$ cat src/rtl/std_reg_arbiter.sv
// Round-robin arbiter sharing one WIDTH-bit std_reg among NUM_REQ requesters, one write per cycle.
// Optional owner lock for back-to-back writes: define STD_REG_ARB_LOCK_EN.
module std_reg_arbiter #(
    parameter int WIDTH   = 7,
    parameter int NUM_REQ = 4,
    parameter int IDX_W   = $clog2(NUM_REQ)
) (
    input  logic                     clk,
    input  logic                     reset,
    input  logic [NUM_REQ-1:0]       req,
    input  logic [NUM_REQ*WIDTH-1:0] in,
`ifdef STD_REG_ARB_LOCK_EN
    input  logic [NUM_REQ-1:0]       lock,
`endif
    output logic [NUM_REQ-1:0]       grant,
    output logic [WIDTH-1:0]         out,
    output logic [NUM_REQ-1:0]       done,
    output logic [IDX_W-1:0]         last_writer
);

    localparam logic [IDX_W:0]   NREQ = (IDX_W+1)'(NUM_REQ);
    localparam logic [IDX_W-1:0] LAST = IDX_W'(NUM_REQ - 1);

    logic [IDX_W-1:0]   ptr;
    logic [NUM_REQ-1:0] elig;
    logic               gnt_any;
    logic [IDX_W-1:0]   gnt_idx;
    logic [IDX_W:0]     cand;
    logic [WIDTH-1:0]   wdata;

`ifdef STD_REG_ARB_LOCK_EN
    logic             own_vld;
    logic [IDX_W-1:0] owner;
    logic             own_hold;

    // An owner that still requests bypasses done masking; dropping req releases it at once.
    assign own_hold = own_vld && req[owner];
    assign elig     = own_hold ? (NUM_REQ'(1) << owner) : (req & ~done);
`else
    assign elig = req & ~done;
`endif

    always_comb begin
        gnt_any = 1'b0;
        gnt_idx = '0;
        cand    = '0;
        grant   = '0;
        for (int k = 0; k < NUM_REQ; k++) begin
            cand = {1'b0, ptr} + (IDX_W+1)'(k);
            if (cand >= NREQ) cand = cand - NREQ;
            if (!gnt_any && reset && elig[cand[IDX_W-1:0]]) begin
                gnt_any = 1'b1;
                gnt_idx = cand[IDX_W-1:0];
            end
        end
        if (gnt_any) grant[gnt_idx] = 1'b1;
    end

    always_comb begin
        wdata = '0;
        for (int i = 0; i < NUM_REQ; i++)
            if (grant[i]) wdata = in[i*WIDTH +: WIDTH];
    end

    always_ff @(posedge clk) begin
        if (!reset) begin
            out         <= '0;
            done        <= '0;
            last_writer <= '0;
            ptr         <= '0;
        end else begin
            // grant is one-hot or zero, so it is exactly next cycle's done.
            done <= grant;
            if (gnt_any) begin
                out         <= wdata;
                last_writer <= gnt_idx;
                ptr         <= (gnt_idx == LAST) ? '0 : gnt_idx + 1'b1;
            end
        end
    end

`ifdef STD_REG_ARB_LOCK_EN
    always_ff @(posedge clk) begin
        if (!reset) begin
            own_vld <= 1'b0;
            owner   <= '0;
        end else if (gnt_any) begin
            own_vld <= lock[gnt_idx];
            owner   <= gnt_idx;
        end else begin
            own_vld <= 1'b0;
        end
    end
`endif

endmodule
$ cat config.mk
export PLATFORM = sky130hd
export DESIGN_NAME = std_reg_arbiter
export DESIGN_NICKNAME = d
export VERILOG_FILES = /design/src/rtl/std_reg_arbiter.sv
export SDC_FILE = /design/constraint.sdc
export NUM_CORES = 1
export LEC_CHECK = 0
export ABC_AREA = 1
export CORE_UTILIZATION = 44
export DETAILED_ROUTE_END_ITERATION = 12
export PLACE_DENSITY = 0.81
export SLEW_MARGIN = 20
export SYNTH_ARGS = -nofsm -noshare
export SYNTH_HDL_FRONTEND = slang
export SYNTH_SLANG_ARGS = --single-unit
$ cat constraint.sdc
create_clock -name clk -period 3.29 [get_ports clk]
set_clock_uncertainty 0.1 [all_clocks]
set_input_delay 0.658 -clock clk [delete_from_list [all_inputs] [get_ports clk]]
set_output_delay 0.658 -clock clk [all_outputs]
set_load 0.02 [all_outputs]
# == Word-level counts from Yosys, hierarchy flattened ==
# Index checks and enable logic that the tools add are counted.
# op_classes
addsub,8
order_cmp,10
n_eq_ne,1
mux,28
bitwise_logic,2
reduce_logical,11
# ops
operator,n
2-to-1 mux 7 bit,4
2-to-1 mux 2 bit,9
"less-than comparator 2 x 3 -> 1 bit, second input constant",5
">= comparator 3 bit, second input constant",3
2-to-1 mux 1 bit,9
binary-select mux 1 bit (select 2 bit),4
logical AND 1 bit,8
"subtractor 2 x 1 -> 2 bit, second input constant",4
"adder 2 x 2 -> 3 bit, second input constant",2
AND 4 bit,1
2-to-1 mux 4 bit,1
NOT 4 bit,1
"adder 2 x 1 -> 3 bit, second input constant",1
">= comparator 2 x 3 -> 1 bit, second input constant",1
zero test 1 bit,3
"adder 2 x 1 -> 2 bit, second input constant",1
demux 1 bit (select 2 bit),1
"equality test 2 bit, second input constant",1
">= comparator 2 x 1 -> 1 bit, second input constant",1
# totals
reg_bits,15
input_bits,34
output_inout_bits,17
word_cells,64

# == Depth between registers and ports, before layout ==
# Gate-level depths: netlist of run 1.
# logic_depth
ltp_word,27
mapped_depth,21
mapped_depth_nobuf,19

# == Least setup slack after synthesis of run 1 ==
# Ideal clock, no wire load.
# synth_path
path_kind,input port to output port
from,input port req[1]
to,output port grant[2]
t_arrival_ns,2.336
required_time_ns,2.532
setup_slack_ns,0.196
path_stages,12
path_buffers,1
path_cell_list,nand3_1 nand3_1 nand2_1 nand3_4 inv_1 nor2_2 nand3_1 nand2_1 ha_1 buf_1 nand2_1 inv_1
# synth_via
elab_chain_len,22
elab_cells_between_ends,33
cone_classes,order compare: 2; mux: 19; bitwise: 1; reduce/logical: 11
# synth_rtl
element,line,source
"start, declared",10,"input logic [NUM_REQ-1:0] req,"
AND 4 bit *,40,assign elig = req & ~done;
binary-select mux 1 bit (select 2 bit),51,if (!gnt_any && reset && elig[cand[IDX_W-1:0]]) begin
2-to-1 mux 1 bit (not written as such),51,
logical AND 1 bit,51,
2-to-1 mux 1 bit,51,
zero test 1 bit,51,
logical AND 1 bit (2 in a row),51,
2-to-1 mux 1 bit,51,
(+5 left out),n/a,
logical AND 1 bit (2 in a row),51,
2-to-1 mux 2 bit *,51,
named net gnt_idx[1],27,logic [IDX_W-1:0] gnt_idx;
less-than comparator 2 x 3 -> 1 bit (not written as such) / >= comparator 2 x 1 -> 1 bit (equally long branches),56,if (gnt_any) grant[gnt_idx] = 1'b1;
logical AND 1 bit (not written as such),56,
2-to-1 mux 1 bit (not written as such),56,
demux 1 bit (select 2 bit) *,56,
2-to-1 mux 4 bit *,56,
"end, declared",15,"output logic [NUM_REQ-1:0] grant,"
# The timed path passes the listed nets; every way through them passes the cells marked *. The select of a mux whose other input is x is not followed.

# == Final worst setup path of run 1 ==
# layout_path
from,input port req[2]
to,output port grant[0]
# The elaborated chain is that of the path after synthesis.

==> results of run 1 <==
## cell type report
cell class	count	share of cell area (%)
clock buffer	3	1.12
clock inverter	1	0.249
inverter	54	10.2
multi-input combinational	134	39.3
sequential	15	15.0
tap	31	1.93
timing repair buffer	70	32.2
## per-stage QoR
stage	setup slack, ns	std cells	area, um2
after detailed placement	-0.488	303	1930
final	0.266	308	2010
after global routing	0.112	308	2010
after global placement	-0.430	303	1930
after floorplan	0.196	213	1310
after CTS	0.0423	308	1960
## cells in the mapped netlist
library cell,count
sky130_fd_sc_hd__buf_4,2
sky130_fd_sc_hd__nand2_2,1
sky130_fd_sc_hd__nand3_4,2
sky130_fd_sc_hd__dfxtp_1,15
sky130_fd_sc_hd__inv_1,45
sky130_fd_sc_hd__inv_4,1
sky130_fd_sc_hd__buf_1,2
sky130_fd_sc_hd__a21oi_2,5
sky130_fd_sc_hd__buf_2,2
sky130_fd_sc_hd__nand2_1,44
sky130_fd_sc_hd__inv_2,8
sky130_fd_sc_hd__ha_1,4
sky130_fd_sc_hd__buf_6,2
sky130_fd_sc_hd__clkbuf_1,2
sky130_fd_sc_hd__nor2_1,11
sky130_fd_sc_hd__a21oi_1,5
sky130_fd_sc_hd__nand3_2,12
sky130_fd_sc_hd__nand3_1,39
sky130_fd_sc_hd__o21ai_0,10
sky130_fd_sc_hd__nor2_2,1
## how the worst max path moves through the flow
stage          endpoint  depth (start not counted)  slack, ns
6_report       grant[0]                         14       0.27
5_1_grt        grant[0]                         15       0.11
4_1_cts        grant[0]                         14       0.04
3_5_place_dp   grant[3]                         15      -0.49
3_3_place_gp   grant[0]                         15      -0.43
2_1_floorplan  grant[2]                         12       0.20
## what timing repair did
item	CTS	global route
gates resized for setup	24	14
pin swaps	3	5
endpoints found under the setup margin	4	4
buffers inserted	1	0
## power by group through the flow
stage	clock (mW)	combinational, mW	sequential (mW)
5_1_grt	0.117	1.74	0.313
3_3_place_gp	0	1.50	0.303
4_1_cts	0.111	1.54	0.301
2_1_floorplan	0	0.962	0.357
3_5_place_dp	0	1.54	0.302
6_report	0.110	1.57	0.304
## state kept, by name, summed over array words and instances (netlist names)
signal       flops
ptr              2
out              7
done             4
last_writer      2
## layer usage
metal,track usage (%),wire [um],vias to the layer above,share of wire (%)
li1,-,-,781,-
met1,26.4,1410,656,42
met2,41.0,1760,50,52
met3,4.15,186,6,5.5
met4,5.92,37,0,1.1
met5,0,0,-,0
## critical path: stages
cell and delay [ns]:
sky130_fd_sc_hd__dlygate4sd2_1 0.26, sky130_fd_sc_hd__nand3_2 0.11, sky130_fd_sc_hd__nand3_2 0.09, sky130_fd_sc_hd__nand2_1 0.11, sky130_fd_sc_hd__nand3_4 0.09, sky130_fd_sc_hd__nand2_1 0.07, sky130_fd_sc_hd__nor2_1 0.05, sky130_fd_sc_hd__a21oi_1 0.19
sky130_fd_sc_hd__nand2_2 0.11, sky130_fd_sc_hd__inv_1 0.09, sky130_fd_sc_hd__ha_1 0.17, sky130_fd_sc_hd__nand2_1 0.09, sky130_fd_sc_hd__inv_1 0.06, sky130_fd_sc_hd__buf_4 0.13
## logic make-up (layout without fill, tap and decap cells)
family                     count (synthesis)  after routing  synth area share, %
DFF                                       15             15                 23.0
adders and majority gates                  4              4                 3.83
AOI/OAI and AO/OA                         20             20                 9.10
and+or+nand+nor                          110            110                 43.6
buffers and inverters                     64            128                 20.5
## layout by cell type, fill, tap and decap left out, drive strengths merged, types with 4 or more instances in the layout
| cell | synthesis | final |
|---|---|---|
| a21oi | 10 | 10 |
| buf | 8 | 24 |
| clkdlybuf4s50 | 0 | 41 |
| dfxtp | 15 | 15 |
| dlymetal6s2s | 0 | 4 |
| ha | 4 | 4 |
| inv | 54 | 54 |
| nand2 | 45 | 45 |
| nand3 | 53 | 53 |
| nor2 | 12 | 12 |
| o21ai | 10 | 10 |
==> reports/qor.log, run 1 <==
qor: run_status.outcome finished, final reports clean
qor: clock_network.tritoncts yes
qor: clock_network.numCtsBuffers 3
qor: clock_network.clock_sink_count 15
qor: timing.timing_worst_slew_pin_value 0.256 ns
qor: drt.drt_iter0_markers 45
qor: global_routing.grt-ovfl-total 0
qor: logic_synthesis.seq_area_frac_synth 23.0%
qor: finish.fin_nets 316
qor: setup_path.cp_max_fo 4
qor: power_and_ir_drop.share_comb_of_total_power 79.2%
qor: finish.area_growth 53.9%
qor: setup_path.cp.arrival 2.27 ns
qor: clock_network.clkTransAtPathRegs 0.10 ns
qor: timing.rsz0062_at_grt no
qor: finish.sequential_cell_area_in_the_final_layout 302 um2
qor: clock_network.cts_stage_hold_buffer_count 0
qor: finish.fillCellCount 245
qor: floorplan.die_h 56.5 um
qor: drt.route.detailed.vias_per_inst 4.85
qor: power_and_ir_drop.power.switching_fraction 52.0%
qor: power_and_ir_drop.maximum_vdd_drop 0.644 mV
qor: logic_synthesis.synth.yosys.warnings 0
qor: setup_path.worst_setup_slack_for_register_to_register_paths 0.78 ns
qor: run.maxCapViolCount 0
qor: finish.final_core_util 72.3%
qor: setup_path.end_kind primary output
qor: power_and_ir_drop.internal_power 0.954 mW
qor: timing.final.period_utilization 91.9%
qor: global_routing.overall_routing_resource_usage 22.4%
qor: clock_network.clock_path_buffers 2
qor: place.port_buffer_count 50
qor: clock_network.clock-root-buffer sky130_fd_sc_hd__clkbuf_4
qor: global_routing.grt_start_max_net_pins 25
qor: logic_synthesis.post_synth_inst_count 213
qor: clock_network.clock_latency 0.29 ns
qor: floorplan.floorplan.rows 19
qor: setup_path.r2r.worst_path.cells 18
qor: floorplan.floorplan.initialDensity 47.0%
qor: finish.multi_input_comb_area 791 um2
qor: global_routing.grt_pass1_vias 1449
qor: setup_path.setup.worst_path.start req[2]
qor: hold_path.timing.hold.worst_endpoint last_writer[0]
qor: logic_synthesis.synthTopCellsByArea sky130_fd_sc_hd__dfxtp_1 23%, sky130_fd_sc_hd__nand3_1 15%, sky130_fd_sc_hd__inv_1 13%, sky130_fd_sc_hd__nand2_1 13%, sky130_fd_sc_hd__nand3_2 9.2%
qor: power_and_ir_drop.power_consumption 1.98 mW
qor: power_and_ir_drop.power.switching 1.03 mW
qor: logic_synthesis.post_synth.cell_area_avg 6.13 um2
qor: power_and_ir_drop.share_clk_of_total_power 5.5%
qor: finish.proportion_of_layout_cells_with_a_drive_suffix_above_1 26.0%
qor: setup_path.start_kind input pin
qor: finish.antenna_cells 0
qor: timing.final_critical_path_time_including_i_o_delays_and_setup 3.02 ns
qor: drt.drc 0
qor: logic_synthesis.synth.largest_area_cell sky130_fd_sc_hd__dfxtp_1
qor: drt.route.vias.total 1493
qor: logic_synthesis.postSynthRegisterBits 15
qor: global_routing.first_pass_grt_wire_length 5.75 mm
qor: floorplan.die_area 3190 um2
qor: global_routing.initial_antenna_violation_count 0
qor: timing.finalSetupTns 0 ns
qor: setup_path.worst-setup-path-type in2out
qor: logic_synthesis.netlist_area 1310 um2
qor: logic_synthesis.yosysTopAreaCellShare 23.0%
qor: power_and_ir_drop.power.density_cell_area 987 nW/um2
qor: drt.wire_per_inst 11.0 um
qor: timing.max_slew_margin 82.9%
qor: drt.antenna_violation_net_count_after_detailed_routing 0
qor: power_and_ir_drop.power.static_leakage 1.10 nW
qor: hold_path.hp-class reg2reg
qor: clock_network.h-tree-depth 1
qor: setup_path.rr_endpoint out[0]
qor: place.detailedPlacementHpwl 2.58 mm
qor: timing.slew_limit_fails 0
qor: floorplan.num_io_pins 51
qor: logic_synthesis.synth_nets 251
qor: drt.route.final.wire_length 3.39 mm
qor: hold_path.holdCritStartpoint last_writer[0]
qor: hold_path.worstHoldPathCells 2
qor: timing.setup_viol 0
qor: timing.fmax 331 MHz
qor: setup_path.rr_startpoint ptr[1]
qor: floorplan.die_width 56.5 um
qor: logic_synthesis.synthDistinctLibCells 20
qor: setup_path.worstPathRequired 2.53 ns
qor: power_and_ir_drop.seq_power_share 15.3%
qor: place.gp_congestion 0.824
qor: drt.drtPass1Iterations 4
qor: floorplan.core 2780 um2
qor: timing.hold_violations 0
qor: timing.finalHoldWorstSlack 0.414 ns
(Power assumes the default switching activity.)
==> run 2: changes to the inputs <==
--- a/config.mk
+++ b/config.mk
@@ -8,6 +8,7 @@
 export ABC_AREA = 1
 export CORE_UTILIZATION = 44
 export DETAILED_ROUTE_END_ITERATION = 12
+export GPL_ROUTABILITY_DRIVEN = 1
 export PLACE_DENSITY = 0.81
 export SLEW_MARGIN = 20
 export SYNTH_ARGS = -nofsm -noshare
==> constraint.sdc (replaced) <==
create_clock -name clk -period 3 [get_ports clk]
set_clock_uncertainty 0.1 [all_clocks]
set_input_delay 0.6 -clock clk [delete_from_list [all_inputs] [get_ports clk]]
set_output_delay 0.6 -clock clk [all_outputs]
set_load 0.02 [all_outputs]
==> run 2 against run 1 <==
  * First-iteration DRC count is 47% higher
  * Largest power group unchanged
  * Wire length is 6.1% higher
  * Sequential share of layout area is 0.20 points lower
  * Clock power is 8% higher
==> reports/qor.log, run 2 (synthesized netlist as in run 1, its figures left out) <==
qor: run_status.outcome finished, final reports clean [unchanged]
qor: clock_network.tritoncts yes [unchanged]
qor: drt.drtPass1Iterations 4 [unchanged]
qor: finish.fin_nets 324 [was 316]
qor: finish.largest_reg_flops 7 [unchanged]
qor: place.port_buffer_count 50 [unchanged]
qor: drt.route.vias.total 1537 [was 1493]
qor: place.placed_cell_area 1960 um2 [was 1930 um2]
qor: finish.antenna_cells 0 [unchanged]
qor: global_routing.grt_start_max_net_pins 16 [was 25]
qor: drt.drt_iter0_markers 66 [was 45]
qor: floorplan.core 2780 um2 [unchanged]
qor: timing.final_critical_path_time_including_i_o_delays_and_setup 2.85 ns
qor: hold_path.hp-class reg2reg [unchanged]
qor: global_routing.first_pass_grt_wire_length 5.98 mm [was 5.75 mm]
qor: drt.wire_per_inst 11.4 um [was 11.0 um]
qor: global_routing.overall_routing_resource_usage 23.9% [was 22.4%]
qor: finish.area_growth 59.2% [was 53.9%]
qor: timing.timing_worst_slew_pin_value 0.218 ns [was 0.256 ns]
qor: timing.slew_limit_fails 0 [unchanged]
qor: place.gp_congestion 0.834 [was 0.824]
qor: floorplan.die_width 56.5 um [unchanged]
qor: drt.drc 0 [unchanged]
qor: clock_network.clock_sink_count 15 [unchanged]
qor: setup_path.start_kind input pin [unchanged]
qor: finish.mostFrequentLayoutCell sky130_fd_sc_hd__inv_1 [unchanged]
qor: clock_network.h-tree-depth 1 [unchanged]
qor: setup_path.end_kind primary output [unchanged]
qor: timing.hold_violations 0 [unchanged]
qor: clock_network.clock-root-buffer sky130_fd_sc_hd__clkbuf_4 [unchanged]
qor: timing.final.period_utilization 95.1%
qor: setup_path.cp_max_fo 5 [was 4]
qor: power_and_ir_drop.power_consumption 2.28 mW [was 1.98 mW]
qor: clock_network.numCtsBuffers 3 [unchanged]
qor: setup_path.worst-setup-path-type in2out [unchanged]
qor: global_routing.grt-ovfl-total 0 [unchanged]
qor: power_and_ir_drop.power.density_cell_area 1100 nW/um2 [was 987 nW/um2]
qor: drt.antenna_violation_net_count_after_detailed_routing 0 [unchanged]
qor: clock_network.cts_stage_hold_buffer_count 0 [unchanged]
qor: finish.final_design_area_no_fill 2080 um2 [was 2010 um2]
qor: global_routing.initial_antenna_violation_count 0 [unchanged]
qor: place.detailedPlacementHpwl 2.60 mm [was 2.58 mm]
qor: timing.max_slew_margin 85.3% [was 82.9%]
qor: timing.setup_viol 0 [unchanged]
qor: run.maxCapViolCount 0 [unchanged]
qor: finish.sequential_cell_area_in_the_final_layout 308 um2 [was 302 um2]
qor: setup_path.cp.arrival 2.15 ns [was 2.27 ns]
qor: drt.route.detailed.vias_per_inst 4.86 [was 4.85]
qor: clock_network.clkTransAtPathRegs 0.09 ns [was 0.10 ns]
qor: floorplan.num_io_pins 51 [unchanged]
qor: floorplan.die_h 56.5 um [unchanged]
qor: power_and_ir_drop.maximum_vdd_drop 0.713 mV [was 0.644 mV]
qor: drt.route.final.wire_length 3.59 mm [was 3.39 mm]
qor: clock_network.clock_path_buffers 2 [unchanged]
qor: global_routing.grt_pass1_vias 1473 [was 1449]
qor: floorplan.floorplan.initialDensity 47.0% [unchanged]
qor: setup_path.worstPathRequired 2.30 ns [was 2.53 ns]
qor: finish.mostFrequentLayoutCells 43 x sky130_fd_sc_hd__inv_1, 41 x sky130_fd_sc_hd__clkdlybuf4s50_1, 40 x sky130_fd_sc_hd__nand2_1 [was 44 x sky130_fd_sc_hd__inv_1, 42 x sky130_fd_sc_hd__nand2_1, 41 x sky130_fd_sc_hd__clkdlybuf4s50_1]
qor: timing.fmax 350 MHz
qor: power_and_ir_drop.power.static_leakage 1.10 nW [about the same]
qor: finish.fillCellCount 217 [was 245]
qor: finish.multi_input_comb_area 811 um2 [was 791 um2]
qor: floorplan.floorplan.rows 19 [unchanged]
qor: floorplan.die_area 3190 um2 [unchanged]
qor: finish.proportion_of_layout_cells_with_a_drive_suffix_above_1 31.2% [was 26.0%]
qor: finish.largest_registers out: 7 flops, done: 4 flops [unchanged]
qor: clock_network.clock_latency 0.29 ns [about the same]
qor: finish.largest_register out [unchanged]
[run 2: cell types whose count changed in the layout (fill, tap and decap cells not counted), moves of 2 or more]
cell	previous run	this run
sky130_fd_sc_hd__clkbuf_2	0	2
sky130_fd_sc_hd__dfxtp_4	0	2
sky130_fd_sc_hd__ha_1	3	1
sky130_fd_sc_hd__buf_4	23	30
sky130_fd_sc_hd__ha_2	1	3
sky130_fd_sc_hd__clkdlybuf4s15_1	0	2
sky130_fd_sc_hd__dlymetal6s2s_1	4	0
sky130_fd_sc_hd__nand2_1	42	40
[run 2: worst paths after layout]
check / from / to / slack, ns / depth (start not counted)
max reg2reg: ptr[0] / out[6] / 0.61 / 17
max: req[1] / grant[1] / 0.15 / 14
min: last_writer[0] / last_writer[0] / 0.41 / 2
min reg2reg: last_writer[0] / last_writer[0] / 0.41 / 2
[run 2: where the power goes]
| part | switching [mW] | internal, mW |
|---|---|---|
| combinational | 1.04 | 0.783 |
| sequential | 0.0567 | 0.282 |
| clock | 0.0691 | 0.0497 |
[run 2: final cells by class]
type | instances | area share, %
Tap cell | 31 | 1.87
Timing Repair Buffer | 78 | 32.9
Clock buffer | 3 | 1.08
Inverter | 54 | 10.1
Sequential cell | 15 | 14.8
Clock inverter | 1 | 0.241
Multi-Input combinational cell | 134 | 39.0
[run 2: what timing repair did]
action                                  CTS  global route
buffers inserted                          2             3
endpoints found under the setup margin    4             4
pin swaps                                 5             8
resized for setup                        36            19
[run 2: routing by layer]
layer	GRT usage [%]	vias up	routed length (um)
li1	-	801	-
met1	26.2	681	1500
met2	45.4	50	1880
met3	3.69	5	172
met4	9.06	0	42
met5	0	-	0
[run 2: per-stage QoR]
stage	setup slack (ns)	hold slack, ns	setup TNS [ns]	std cells	utilization, %
detailed placement	-0.639	0.399	-2.74	307	70.3
CTS	0.0566	0.412	0	313	72.7
finish	0.147	0.408	0	316	74.8
global placement	-0.622	0.406	-2.35	307	70.3
global route	-0.00819	0.418	-0.00819	316	74.8
floorplan	0.0223	0.415	0	213	-
[run 2: worst max-delay path: stages]
cell	delay (ns)
sky130_fd_sc_hd__clkdlybuf4s15_1	0.21
sky130_fd_sc_hd__nand3_2	0.10
sky130_fd_sc_hd__nand3_2	0.10
sky130_fd_sc_hd__nand2_2	0.10
sky130_fd_sc_hd__nand3_4	0.10
sky130_fd_sc_hd__nand2_2	0.07
sky130_fd_sc_hd__nor2_1	0.06
sky130_fd_sc_hd__a21oi_1	0.19
sky130_fd_sc_hd__nand2_2	0.12
sky130_fd_sc_hd__inv_2	0.08
sky130_fd_sc_hd__ha_2	0.17
sky130_fd_sc_hd__nand2_1	0.07
sky130_fd_sc_hd__inv_1	0.06
sky130_fd_sc_hd__buf_4	0.13
==> run 3: changes to the inputs <==
--- a/config.mk
+++ b/config.mk
@@ -9,7 +9,8 @@
 export CORE_UTILIZATION = 44
 export DETAILED_ROUTE_END_ITERATION = 12
 export GPL_ROUTABILITY_DRIVEN = 1
-export PLACE_DENSITY = 0.81
+export HOLD_SLACK_MARGIN = 0.02
+export PLACE_DENSITY_LB_ADDON = 0.2
 export SLEW_MARGIN = 20
 export SYNTH_ARGS = -nofsm -noshare
 export SYNTH_HDL_FRONTEND = slang
==> run 3 against run 2 <==
  * Register-to-register slack worse by 0.03 ns
  * Worst hold slack better by 0.011 ns
  * Sequential share of layout area decreased by 0.56 points
  * Worst setup slack worse by 0.11 ns
  * Combinational power is 8% higher
  * Clock power hardly changed
  * Final cell count is 0.63% higher
  * Core utilization up 2.3 points
  * Wire length increased by 6.5%
  * Via count increased by 0.91%
  * Global-route usage fell by 1.1 points
  * Sequential power decreased by 5%
  * Largest cell class unchanged
==> reports/qor.log, run 3 (synthesized netlist as in run 1, its figures left out) <==
qor: place.placed_cell_area 1960 um2 [about the same]
qor: floorplan.core 2780 um2 [unchanged]
qor: timing.fmax 337 MHz [was 350 MHz]
qor: floorplan.floorplan.initialDensity 47.0% [unchanged]
qor: clock_network.clkTransAtPathRegs 0.10 ns [was 0.09 ns]
qor: finish.fillCellCount 226 [was 217]
qor: timing.finalHoldWorstSlack 0.419 ns [was 0.408 ns]
qor: finish.largest_reg_flops 7 [unchanged]
qor: setup_path.worstPathRequired 2.30 ns [about the same]
qor: setup_path.cp_common_cell sky130_fd_sc_hd__nand2_2 [unchanged]
qor: setup_path.path_cells dlygate4sd2_1 > nand3_2 > nand3_2 > nand2_2 > nand3_4 > nand2_2 > nor2_2 > nor2_1 > nand2_1 > nand2_2 > inv_4 > ha_4 > nand2_1 > inv_1 > buf_6 [was clkdlybuf4s15_1 > nand3_2 > nand3_2 > nand2_2 > nand3_4 > nand2_2 > nor2_1 > a21oi_1 > nand2_2 > inv_2 > ha_2 > nand2_1 > inv_1 > buf_4]
qor: drt.drt_iter0_markers 43 [was 66]
qor: setup_path.slowest_stage sky130_fd_sc_hd__dlygate4sd2_1 [was sky130_fd_sc_hd__clkdlybuf4s15_1]
qor: setup_path.end_kind primary output [unchanged]
qor: drt.route.vias.total 1551 [was 1537]
qor: clock_network.h-tree-depth 1 [unchanged]
qor: finish.area_growth 64.1% [was 59.2%]
qor: hold_path.holdCritStartpoint last_writer[0] [unchanged]
qor: timing.hold_violations 0 [unchanged]
qor: global_routing.first_pass_grt_wire_length 5.75 mm [was 5.98 mm]
qor: run_status.outcome finished, final reports clean [unchanged]
qor: power_and_ir_drop.internal_power 1.19 mW [was 1.12 mW]
qor: setup_path.max_stage_delay 0.26 ns [was 0.21 ns]
qor: finish.final_core_util 77.1% [was 74.8%]
qor: drt.route.detailed.vias_per_inst 4.88 [was 4.86]
qor: place.gp_congestion 0.823 [was 0.834]
qor: floorplan.floorplan.rows 19 [unchanged]
qor: place.port_buffer_count 50 [unchanged]
qor: finish.multi_input_comb_area 840 um2 [was 811 um2]
qor: drt.drtPass1Iterations 4 [unchanged]
qor: power_and_ir_drop.power.static_leakage 1.11 nW [was 1.10 nW]
qor: finish.fin_nets 326 [was 324]
qor: floorplan.num_io_pins 51 [unchanged]
qor: finish.antenna_cells 0 [unchanged]
qor: hold_path.worstHoldPathCells 2 [unchanged]
qor: global_routing.initial_antenna_violation_count 0 [unchanged]
qor: timing.fin_ws 0.0348 ns [was 0.147 ns]
qor: setup_path.worst-setup-path-type in2out [unchanged]
qor: finish.proportion_of_layout_cells_with_a_drive_suffix_above_1 32.8% [was 31.2%]
qor: finish.largest_register out [unchanged]
qor: floorplan.die_area 3190 um2 [unchanged]
qor: setup_path.start_kind input pin [unchanged]
qor: hold_path.timing.hold.worst_endpoint last_writer[0] [unchanged]
qor: place.detailedPlace.worstSlack -0.657 ns [was -0.639 ns]
qor: power_and_ir_drop.power.switching_fraction 50.7% [was 51.1%]
qor: clock_network.clock-root-buffer sky130_fd_sc_hd__clkbuf_4 [unchanged]
qor: setup_path.cp.arrival 2.27 ns [was 2.15 ns]
qor: floorplan.die_width 56.5 um [unchanged]
qor: clock_network.clock_path_buffers 2 [unchanged]
qor: setup_path.critical-path-top-delay-family simple AND/OR/NAND/NOR gates [unchanged]
qor: hold_path.hp-class reg2reg [unchanged]
qor: timing.max_slew_margin 81.4% [was 85.3%]
qor: timing.setup_viol 0 [unchanged]
qor: global_routing.grt-ovfl-total 0 [unchanged]
qor: place.detailedPlacementHpwl 2.61 mm [was 2.60 mm]
qor: floorplan.die_h 56.5 um [unchanged]
qor: setup_path.rr_endpoint out[1] [was out[6]]
qor: global_routing.grt_start_max_net_pins 29 [was 16]
qor: clock_network.tritoncts yes [unchanged]
qor: power_and_ir_drop.power.switching 1.22 mW [was 1.16 mW]
qor: finish.largest_registers out: 7 flops, done: 4 flops [unchanged]
qor: setup_path.worst_setup_slack_for_register_to_register_paths 0.58 ns [was 0.61 ns]
qor: drt.antenna_violation_net_count_after_detailed_routing 0 [unchanged]
qor: global_routing.overall_routing_resource_usage 22.8% [was 23.9%]
qor: clock_network.numCtsBuffers 3 [unchanged]
qor: power_and_ir_drop.share_clk_of_total_power 5.0% [was 5.2%]
qor: setup_path.cp_max_fo 5 [unchanged]
qor: power_and_ir_drop.seq_power_share 13.4% [was 14.9%]
qor: timing.final.period_utilization 98.8% [was 95.1%]
qor: drt.route.final.wire_length 3.83 mm [was 3.59 mm]
qor: setup_path.r2r.worst_path.cells 20 [was 17]
qor: finish.final_design_area_no_fill 2140 um2 [was 2080 um2]
qor: finish.mostFrequentLayoutCell sky130_fd_sc_hd__inv_1 [unchanged]
qor: timing.timing_worst_slew_pin_value 0.279 ns [was 0.218 ns]
qor: power_and_ir_drop.power.density_cell_area 1120 nW/um2 [was 1100 nW/um2]
qor: setup_path.crit_cells 15 [was 14]
qor: run.maxCapViolCount 0 [unchanged]
qor: timing.slew_limit_fails 0 [unchanged]
qor: setup_path.critical_path.n_buffers_inverters 4 [unchanged]
qor: setup_path.rr_startpoint ptr[0] [unchanged]
qor: clock_network.clock_sink_count 15 [unchanged]
qor: clock_network.clock_latency 0.28 ns [was 0.29 ns]
qor: finish.mostFrequentLayoutCells 42 x sky130_fd_sc_hd__inv_1, 41 x sky130_fd_sc_hd__clkdlybuf4s50_1, 38 x sky130_fd_sc_hd__nand2_1 [was 43 x sky130_fd_sc_hd__inv_1, 41 x sky130_fd_sc_hd__clkdlybuf4s50_1, 40 x sky130_fd_sc_hd__nand2_1]
qor: drt.wire_per_inst 12.0 um [was 11.4 um]
qor: power_and_ir_drop.maximum_vdd_drop 0.874 mV [was 0.713 mV]
qor: timing.final_critical_path_time_including_i_o_delays_and_setup 2.97 ns [was 2.85 ns]
qor: global_routing.grt_pass1_vias 1374 [was 1473]
qor: finish.sequential_cell_area_in_the_final_layout 305 um2 [was 308 um2]
qor: drt.drc 0 [unchanged]
qor: power_and_ir_drop.share_comb_of_total_power 81.6% [was 79.9%]
run 3: cell types whose count changed in the layout (fill, tap and decap cells not counted), sizes merged:
cell           delta
dlygate4sd2       +3
buf               +2
clkbuf            -2
clkdlybuf4s15     -1
run 3: worst register-to-register path, stage by stage, from the launching register on:
cell and delay [ns]:
sky130_fd_sc_hd__dfxtp_2 0.34, sky130_fd_sc_hd__buf_12 0.14, sky130_fd_sc_hd__inv_6 0.08, sky130_fd_sc_hd__nand3_2 0.08, sky130_fd_sc_hd__nand3_2 0.08, sky130_fd_sc_hd__nand2_1 0.05, sky130_fd_sc_hd__inv_2 0.07, sky130_fd_sc_hd__nand3_4 0.09
sky130_fd_sc_hd__nand2_2 0.08, sky130_fd_sc_hd__nor2_2 0.05, sky130_fd_sc_hd__nor2_1 0.10, sky130_fd_sc_hd__nand2_1 0.07, sky130_fd_sc_hd__nand2_2 0.15, sky130_fd_sc_hd__inv_4 0.07, sky130_fd_sc_hd__ha_4 0.16, sky130_fd_sc_hd__buf_4 0.17
sky130_fd_sc_hd__nor2_1 0.11, sky130_fd_sc_hd__nand3_1 0.08, sky130_fd_sc_hd__nand3_1 0.10, sky130_fd_sc_hd__nand2_1 0.08, sky130_fd_sc_hd__a21oi_2 0.11
run 3: timing repair:
action	CTS	global route
hold buffers	0	0
endpoints found under the setup margin	4	4
buffers inserted	2	6
pin swaps	4	7
gates resized for setup	40	18
run 3: cell type report:
type	count	area share [%]
Clock inverter	1	0.234
Tap cell	31	1.81
Sequential cell	15	14.2
Clock buffer	3	1.05
Timing Repair Buffer	80	33.7
Inverter	54	9.81
Multi-Input combinational cell	134	39.2
run 3: worst max-delay path by stage:
stage / from / slack (ns) / endpoint
2_1_floorplan: req[1] / 0.02 / grant[2]
3_3_place_gp: req[1] / -0.59 / grant[1]
3_5_place_dp: req[1] / -0.66 / grant[1]
4_1_cts: ptr[1] / 0.09 / grant[1]
5_1_grt: req[1] / -0.08 / grant[1]
6_report: req[3] / 0.03 / grant[1]
run 3: metal layers:
metal	up-vias	global-route usage, %	wire length [um]
met1	689	25.2	1480
met2	52	44.0	2140
met4	0	6.27	38
met5	-	0	0
li1	804	-	-
met3	6	3.69	166
run 3: metrics by stage:
stage | TNS [ns] | power, mW | instances
3_3_place_gp | -2.29 | 2.02 | 306
2_1_floorplan | 0 | 1.45 | 213
6_report | 0 | 2.41 | 318
3_5_place_dp | -2.79 | 2.05 | 306
5_1_grt | -0.238 | 2.62 | 318
4_1_cts | 0 | 2.22 | 312
run 3: power by group through the flow:
stage / Clock [mW] / Combinational (mW) / Sequential [mW]
floorplan: 0 / 1.05 / 0.392
global placement: 0 / 1.70 / 0.321
detailed placement: 0 / 1.72 / 0.323
CTS: 0.123 / 1.78 / 0.319
global route: 0.133 / 2.16 / 0.330
finish: 0.120 / 1.96 / 0.323
